==> src/rtl/grover_pkg.sv <==
// Shared types and constants for the Grover search emulator sequencer.
package grover_pkg;

  typedef enum logic [2:0] {
    ST_IDLE    = 3'd0,
    ST_INIT    = 3'd1,
    ST_OR_WAIT = 3'd2,
    ST_OR_WB   = 3'd3,
    ST_DF_WAIT = 3'd4,
    ST_DF_WB   = 3'd5,
    ST_DONE    = 3'd6
  } state_t;

  // Register-bank input mux encoding; code 3 is never driven.
  localparam logic [1:0] SRC_INIT   = 2'd0;
  localparam logic [1:0] SRC_ORACLE = 2'd1;
  localparam logic [1:0] SRC_DIFF   = 2'd2;

endpackage

==> src/rtl/grover_wait_counter.sv <==
// Loadable down-counter that times the oracle and diffusion pipeline waits.
module grover_wait_counter #(
  parameter int W = 2
) (
  input  logic         i_clk,
  input  logic         i_rst_n,
  input  logic         i_load,
  input  logic         i_en,
  input  logic [W-1:0] i_loadVal,
  output logic         o_zero
);

  logic [W-1:0] r_count;

  // Load takes priority; otherwise count down while enabled and stick at zero.
  always_ff @(posedge i_clk or negedge i_rst_n) begin
    if (!i_rst_n) begin
      r_count <= '0;
    end else if (i_load) begin
      r_count <= i_loadVal;
    end else if (i_en && (r_count != '0)) begin
      r_count <= r_count - 1'b1;
    end
  end

  assign o_zero = (r_count == '0);

endmodule

==> src/rtl/grover_sequencer.sv <==
// Sequences initial load plus N oracle/diffusion iterations into the state-vector bank.
import grover_pkg::*;

module grover_sequencer #(
  parameter int ITER_W     = 8,
  parameter int ORACLE_LAT = 2,
  parameter int DIFF_LAT   = 3
) (
  input  logic              i_clk,
  input  logic              i_rst_n,
  input  logic              i_start,
  input  logic              i_abort,
  input  logic [ITER_W-1:0] i_iter_target,
  output logic              o_reg_en,
  output logic [1:0]        o_sel_src,
  output logic              o_oracle_en,
  output logic              o_diff_en,
  output logic [ITER_W-1:0] o_iter_cnt,
  output logic              o_busy,
  output logic              o_done
);

  // The wait counter only ever holds LAT-1, so size it for the longer pipeline.
  localparam int MAX_LAT = (ORACLE_LAT > DIFF_LAT) ? ORACLE_LAT : DIFF_LAT;
  localparam int CNT_W   = (MAX_LAT > 1) ? $clog2(MAX_LAT) : 1;
  localparam logic [CNT_W-1:0] OR_LOAD = CNT_W'(ORACLE_LAT - 1);
  localparam logic [CNT_W-1:0] DF_LOAD = CNT_W'(DIFF_LAT - 1);

  state_t            r_state;
  state_t            w_nextState;
  logic [ITER_W-1:0] r_target;
  logic [ITER_W-1:0] r_iterCnt;
  logic [ITER_W-1:0] w_iterNext;
  logic              w_cntLoad;
  logic              w_cntEn;
  logic [CNT_W-1:0]  w_cntLoadVal;
  logic              w_cntZero;

  logic              w_regEn;
  logic [1:0]        w_selSrc;
  logic              w_oracleEn;
  logic              w_diffEn;
  logic              w_busy;
  logic              w_done;
  logic              r_regEn;
  logic [1:0]        r_selSrc;
  logic              r_oracleEn;
  logic              r_diffEn;
  logic              r_busy;
  logic              r_done;

  assign w_iterNext = r_iterCnt + 1'b1;

  grover_wait_counter #(
    .W(CNT_W)
  ) u_waitCounter (
    .i_clk    (i_clk),
    .i_rst_n  (i_rst_n),
    .i_load   (w_cntLoad),
    .i_en     (w_cntEn),
    .i_loadVal(w_cntLoadVal),
    .o_zero   (w_cntZero)
  );

  // State register.
  always_ff @(posedge i_clk or negedge i_rst_n) begin
    if (!i_rst_n) begin
      r_state <= ST_IDLE;
    end else begin
      r_state <= w_nextState;
    end
  end

  // Next-state logic; abort overrides everything outside IDLE.
  always_comb begin
    w_nextState = r_state;
    if ((r_state != ST_IDLE) && i_abort) begin
      w_nextState = ST_IDLE;
    end else begin
      case (r_state)
        ST_IDLE:    if (i_start) w_nextState = ST_INIT;
        ST_INIT:    w_nextState = (r_target == '0) ? ST_DONE : ST_OR_WAIT;
        ST_OR_WAIT: if (w_cntZero) w_nextState = ST_OR_WB;
        ST_OR_WB:   w_nextState = ST_DF_WAIT;
        ST_DF_WAIT: if (w_cntZero) w_nextState = ST_DF_WB;
        ST_DF_WB:   w_nextState = (w_iterNext == r_target) ? ST_DONE : ST_OR_WAIT;
        ST_DONE:    w_nextState = ST_IDLE;
        default:    w_nextState = ST_IDLE;
      endcase
    end
  end

  // Reload the shared wait counter on entry to either wait state.
  always_comb begin
    w_cntLoad    = 1'b0;
    w_cntLoadVal = OR_LOAD;
    w_cntEn      = (r_state == ST_OR_WAIT) || (r_state == ST_DF_WAIT);
    if ((w_nextState == ST_OR_WAIT) && (r_state != ST_OR_WAIT)) begin
      w_cntLoad    = 1'b1;
      w_cntLoadVal = OR_LOAD;
    end else if ((w_nextState == ST_DF_WAIT) && (r_state != ST_DF_WAIT)) begin
      w_cntLoad    = 1'b1;
      w_cntLoadVal = DF_LOAD;
    end
  end

  // Latch the target on an accepted start and count iterations on diffusion write-back.
  always_ff @(posedge i_clk or negedge i_rst_n) begin
    if (!i_rst_n) begin
      r_target  <= '0;
      r_iterCnt <= '0;
    end else if ((r_state == ST_IDLE) && i_start) begin
      r_target  <= i_iter_target;
      r_iterCnt <= '0;
    end else if ((r_state == ST_DF_WB) && !i_abort) begin
      r_iterCnt <= w_iterNext;
    end
  end

  // Output decode from the upcoming state so the registered outputs track the current state.
  always_comb begin
    w_regEn    = 1'b0;
    w_selSrc   = SRC_INIT;
    w_oracleEn = 1'b0;
    w_diffEn   = 1'b0;
    w_busy     = (w_nextState != ST_IDLE);
    w_done     = 1'b0;
    case (w_nextState)
      ST_INIT: begin
        w_regEn  = 1'b1;
        w_selSrc = SRC_INIT;
      end
      ST_OR_WAIT: begin
        w_oracleEn = 1'b1;
        w_selSrc   = SRC_ORACLE;
      end
      ST_OR_WB: begin
        w_oracleEn = 1'b1;
        w_selSrc   = SRC_ORACLE;
        w_regEn    = 1'b1;
      end
      ST_DF_WAIT: begin
        w_diffEn = 1'b1;
        w_selSrc = SRC_DIFF;
      end
      ST_DF_WB: begin
        w_diffEn = 1'b1;
        w_selSrc = SRC_DIFF;
        w_regEn  = 1'b1;
      end
      ST_DONE: w_done = 1'b1;
      default: w_done = 1'b0;
    endcase
  end

  // Output registers.
  always_ff @(posedge i_clk or negedge i_rst_n) begin
    if (!i_rst_n) begin
      r_regEn    <= 1'b0;
      r_selSrc   <= SRC_INIT;
      r_oracleEn <= 1'b0;
      r_diffEn   <= 1'b0;
      r_busy     <= 1'b0;
      r_done     <= 1'b0;
    end else begin
      r_regEn    <= w_regEn;
      r_selSrc   <= w_selSrc;
      r_oracleEn <= w_oracleEn;
      r_diffEn   <= w_diffEn;
      r_busy     <= w_busy;
      r_done     <= w_done;
    end
  end

  assign o_reg_en    = r_regEn;
  assign o_sel_src   = r_selSrc;
  assign o_oracle_en = r_oracleEn;
  assign o_diff_en   = r_diffEn;
  assign o_iter_cnt  = r_iterCnt;
  assign o_busy      = r_busy;
  assign o_done      = r_done;

endmodule

==> config.mk <==
export PLATFORM = sky130hd
export DESIGN_NAME = grover_sequencer
export DESIGN_NICKNAME = d
export VERILOG_FILES = /design/src/rtl/grover_pkg.sv /design/src/rtl/grover_wait_counter.sv /design/src/rtl/grover_sequencer.sv
export SDC_FILE = /design/constraint.sdc
export NUM_CORES = 1
export LEC_CHECK = 0
export ABC_AREA = 1
export CORE_AREA = 2 2 60 62
export DETAILED_ROUTE_END_ITERATION = 7
export DIE_AREA = 0 0 62 64
export PLACE_DENSITY_LB_ADDON = 0.15
export RECOVER_POWER = 50
export SETUP_SLACK_MARGIN = 0.4
export SYNTH_ARGS = -nofsm -noshare
export SYNTH_HDL_FRONTEND = slang
export SYNTH_SLANG_ARGS = --single-unit
export TNS_END_PERCENT = 1
==> constraint.sdc <==
create_clock -name i_clk -period 1.6 [get_ports i_clk]
set_input_delay 0.4 -clock i_clk [delete_from_list [all_inputs] [get_ports i_clk]]
set_output_delay 0.4 -clock i_clk [all_outputs]
set_load 0.01 [all_outputs]
Word level (Yosys, flattened, before mapping):

Index checks and enable logic that the tools add are counted.

* reductions and logical operators: 19
* equal/unequal tests: 14
* add/subtract/negate cells: 2
* mux-type cells: 20

Operators by type and width (count)
* $mux W3: 6
* $pmux W3 S6: 1
* $mux W8: 2
* $eq A3 B3 Y1 const B: 5
* $eq A3 B2 Y1 const B: 4
* $add A8 B1 Y8 const B: 1
* $eq A8 B8 Y1: 1
* $logic_not A8 Y1: 1
* $mux W2: 4
* $eq A3 B1 Y1 const B: 2
* $logic_and A1 B1 Y1: 6
* $mux W1: 6
* $reduce_bool A2 Y1: 3
* $reduce_bool A3 Y1: 2
* $pmux W2 S2: 1
* $reduce_or A2 Y1: 2
* $logic_not A3 Y1: 1
* $ne A3 B2 Y1 const B: 1
* $ne A3 B3 Y1 const B: 1
* $reduce_or A3 Y1: 1
* $logic_not A2 Y1: 1
* $sub A2 B1 Y2 const B: 1
* $logic_not A1 Y1: 1
* $logic_or A1 B1 Y1: 1

* bits in registers: 28
* logic and storage cells: 65

Depth between registers and ports, before layout:

* depth after elaboration: 10
* depth in mapped cells: 15

Cells and area by module:

From an unflattened synthesis, not the netlist that was laid out.

* cells, all modules: 197
* area total of the unflattened synthesis: 1472.7 µm²

Modules (own cells, without submodules)
* grover_sequencer: cells an instance 178, area an instance 1345.0 µm², times used 1, seq. area each 625.6 µm²
* grover_wait_counter: cells an instance 19, area an instance 127.6 µm², times used 1, seq. area each 50.0 µm²

Least setup slack after synthesis:

Ideal clock, no wire load.

* path type: reg2reg
* start point: register r_iterCnt[0] (netlist: o_iter_cnt[0])
* end point: register u_waitCounter.r_count[1]
* setup slack: -90 ps
* data required time: 1487 ps
* cell stages (with the launch flop): 15
* period minus slack after synthesis: 1690 ps
* setup time: 113 ps
* arrival: 1577 ps
* cells stage by stage: dfrtp_1 -> ha_1 -> nand2_1 -> nor2_2 -> nand2_1 -> nand2_1 -> nand2_1 -> nor2_1 -> nor2_1 -> nand3_1 -> nand2_2 -> nand2_4 -> nand2_2 -> nand2_1 -> inv_1

* word-level cells in the longest chain between the ends: 10
* elaborated cells on any way between the ends: 15

RTL lines
* from (decl): RTL line grover_sequencer.sv:32 `logic [ITER_W-1:0] r_iterCnt;`
* from (signal assigned): RTL line grover_sequencer.sv:116 `r_iterCnt <= w_iterNext;`
* $add A8 B1 Y8 (*): RTL line grover_sequencer.sv:52 `assign w_iterNext = r_iterCnt + 1'b1;`
* $eq A8 B8 Y1 (*): RTL line grover_sequencer.sv:86 `ST_DF_WB: w_nextState = (w_iterNext == r_target) ? ST_DONE : ST_OR_WAIT;`
* $mux W3 (*): RTL line grover_sequencer.sv:86
* $pmux W3 S6 (*): RTL line grover_sequencer.sv:80 `case (r_state)`
* $mux W3 (*): RTL line grover_sequencer.sv:77 `if ((r_state != ST_IDLE) && i_abort) begin`
* $eq A3 B3 Y1: RTL line grover_sequencer.sv:101 `end else if ((w_nextState == ST_DF_WAIT) && (r_state != ST_DF_WAIT)) begin`
* $logic_and A1 B1 Y1: RTL line grover_sequencer.sv:101
* $mux W2 / $mux W1 (equally long branches): RTL line grover_sequencer.sv:101
* $mux W2 / $mux W1 (equally long branches): RTL line grover_sequencer.sv:98 `if ((w_nextState == ST_OR_WAIT) && (r_state != ST_OR_WAIT)) begin`
* $mux W2 / $reduce_bool A2 Y1 (equally long branches)
* to (signal assigned): RTL line grover_wait_counter.sv:20 `r_count <= i_loadVal;`
* to (signal assigned): RTL line grover_wait_counter.sv:22 `r_count <= r_count - 1'b1;`
* to (decl): RTL line grover_wait_counter.sv:13 `logic [W-1:0] r_count;`

Every way passes the cells marked *; elsewhere a longest branch is shown, timed or not.
A chain may end at the register's enable or synchronous reset.

Final worst setup path:

Ends and elaborated chain as after synthesis.

==> metrics.txt <==
Critical Path AT=~1900 ps; RR Endpoint=u_waitCounter.r_count[1]$_DFFE_PN0P_; CP startpoint kind=flop; crit path to=u_waitCounter.r_count[1]$_DFFE_PN0P_; die area=~4000 µm²; critical-path cell list=buf_4, nand3_1, o21bai_1, nand3_1, nand2_1, nor2_1, nand3_1, nand2_2, nand2_4, nand2_2, nand2_1, inv_1; Root Driver=clkbuf_4; DP HPWL=between 2 and 2.5 mm; Reg power frac=between 30% and 40%; Layout Nets=~260; worst slew pin tran=between 600 and 700 ps; HP Class=reg2reg; CP endpoint kind=flop; f_max=around 590 MHz; clock transition at the registers of the reported paths=140 ps; Max Clock Skew=approximately 5.2 ps; most frequent cell on the critical path=nand3_1; outcome=finished, violations left; proportion of layout cells with a drive suffix above 1=about 29%; worst r2r src=o_iter_cnt[0]$_DFFE_PN0P_; R2R depth=12; post-synth top area cell=dfrtp_1; global-route wire length before repair=around 5.2 mm; synth top area cells=dfrtp_1 44%, nand2_1 14%, inv_1 9.1%, nand3_1 6.4%, nor2_1 4.3%; endpoints failing hold=0; Clock Latency Late Sink=around 310 ps; CP max stage cell=dfrtp_2; Global Route Usage Sum=between 10% and 20%; syn avg cell area=between 7 and 8 µm²; number of synthesized register bits=26; register area share after synthesis=between 40% and 50%; final setup violation count=4; cell with the most instances after synthesis=nand2_1; required time of the worst setup path=about 1800 ps; Synth Flop Type=dfrtp_1; CTS tree=done; Period minus WS final=1700 ps; vias after detailed routing=approximately 1400; Sw Share=~37%; crit path kind=reg2reg; largest net degree at the start of global routing=27; Tcrit/Tclk final=106.3%; max-cap violation count=0; Cell Count, Final, Fillers Out=around 290; floorplan row count=21; setup ws final=-100.1 ps; DRC=0; die height=64 µm; Rel. slew slack=around 57%; WHS=around 570 ps; largest fanout on the critical path=6; final design utilization=about three fifths; Mapped Area=approximately 1500 µm²; Syn. warnings=0; library cells used by synthesis=25; final max-slew violation count=0; TritonCTS Buffers=3; Design Power=2.656 mW; synth cell count leaders=55 x nand2_1, 36 x inv_1, 26 x dfrtp_1; Pre-antenna DRT Iters=4; worst setup path startpoint=o_iter_cnt[0]$_DFFE_PN0P_; worst-case clock buffer depth=2; fill count=roughly 310; grt ovf=0; Post-CTS Hold Fix Bufs=0; core footprint=roughly 3300 µm²; drt total wl=around 3.3 mm; Buf/Inv on CP=2; Pleak=between 1 and 1.5 nW; WL/cell=11.18 µm; initial DRC count=46; CP top delay family=simple AND/OR/NAND/NOR gates; final setup TNS=-248.1 ps; initial core utilization=45.07%; antenna violations before repair=0; placed cells=284; Layout area overhead=36.35%; failing checks=negative setup slack; Post-DRT Antenna Nets=0; Die X-Extent=approximately 62 µm; routability cong.=0.8644; share of synthesized registers carrying an async set or reset=100.0%; Top Ports=27; hold path depth=2; switching pwr=just under 1 mW; number of global-route vias before repair=1260; Pint=1.681 mW; Pwr Density=1316 nW/µm²; htree depth=1; crit-path max cell delay=~430 ps; clk sinks=26; Via density=approximately 4.7; Clock Power Share=between 15 and 20%; Synth Net Count=between 200 and 250; FF+latch area=around 660 µm²; Port Buffers=26; Register-to-Register Setup Slack=-100 ps; Post-Synthesis Cells=between 150 and 200; antenna cells=0; Post-synth EDFFs=0; area of the multi-input gates=roughly 730 µm²; Logic pwr share=approximately 46%; RSZ-0062 raised after global routing=yes; critical path depth in cells=12; Peak VDD IR=between 0.0007 and 0.0008 V; top cell type's share of synthesized area=between 40% and 50%
-- registers in the layout, indices dropped and copies added (netlist names) --
| name | count |
|---|---|
| o_sel_src | 1 |
| r_target | 8 |
| o_busy | 1 |
| o_done | 1 |
| u_waitCounter.r_count | 2 |
| o_iter_cnt | 8 |
| r_state | 3 |
| o_reg_en | 1 |
| o_diff_en | 1 |
-- placed cells by master (no fill, tap or decap), drive strengths merged, types with 6 or more instances in the layout --
cell            n
a21oi           6
buf            35
clkbuf          6
clkdlybuf4s50  10
dfrtp          26
inv            36
nand2          60
nand3          20
nor2           20
o22ai           7
-- power by group through the flow --
stage                     logic, mW  registers (mW)  clock network (mW)
after floorplan               0.732            1.01                   0
after CTS                      1.27            1.00               0.461
after global placement         1.21            1.01                   0
final                          1.21            1.00               0.445
after detailed placement       1.24            1.02                   0
after global routing           1.35            1.02               0.491
-- worst min path at each step --
stage / startpoint / end
global placement: r_target[4]$_DFFE_PN0P_ / r_target[4]$_DFFE_PN0P_
floorplan: i_rst_n / o_busy$_DFF_PN0_
global route: r_target[5]$_DFFE_PN0P_ / r_target[5]$_DFFE_PN0P_
detailed placement: r_target[1]$_DFFE_PN0P_ / r_target[1]$_DFFE_PN0P_
CTS: i_rst_n / o_iter_cnt[6]$_DFFE_PN0P_
finish: r_target[5]$_DFFE_PN0P_ / r_target[5]$_DFFE_PN0P_
-- what timing repair did --
action | CTS | global route
pin swaps | 6 | 0
endpoints found under the setup margin | 40 | 40
buffers inserted | 5 | 0
gates resized for setup | 74 | 11
endpoints found under the hold margin | 0 | 0
-- metal layers --
metal | wire [µm] | track usage (%)
met4 | 19 | 5.851
met2 | 1734 | 30.99
met1 | 1432 | 20.39
met5 | 0 | 0
met3 | 91 | 2.429
-- cell type report --
cell class	instances	area share, %
Multi-Input combinational cell	132	36.08
Timing Repair Buffer	49	19.22
Clock inverter	1	1.488
Inverter	36	6.696
Tap cell	46	2.852
Clock buffer	3	1.116
Sequential cell	26	32.55
-- cell families after synthesis --
kind of cell / count (synthesis) / share of synthesized area, %
buf+inv: 39 / 10.40
flops: 26 / 43.96
simple gates: 105 / 32.12
compound gates: 19 / 7.607
mux: 4 / 3.043
fa+ha+maj: 2 / 1.690
xor+xnor: 2 / 1.184
-- worst min-delay path, cell delays in order, from the launching register on --
cell and delay (ps):
dfrtp_1 420, inv_1 70, a21oi_1 60
-- per-stage QoR --
step | instance area, µm² | setup WS [ps]
after floorplan | 1495 | 21.71
after global placement | 1942 | -80.83
after detailed placement | 1942 | -141.8
after CTS | 2036 | -81.85
after global routing | 2018 | -253.6
final | 2018 | -100.1
(Power assumes the default switching activity.)
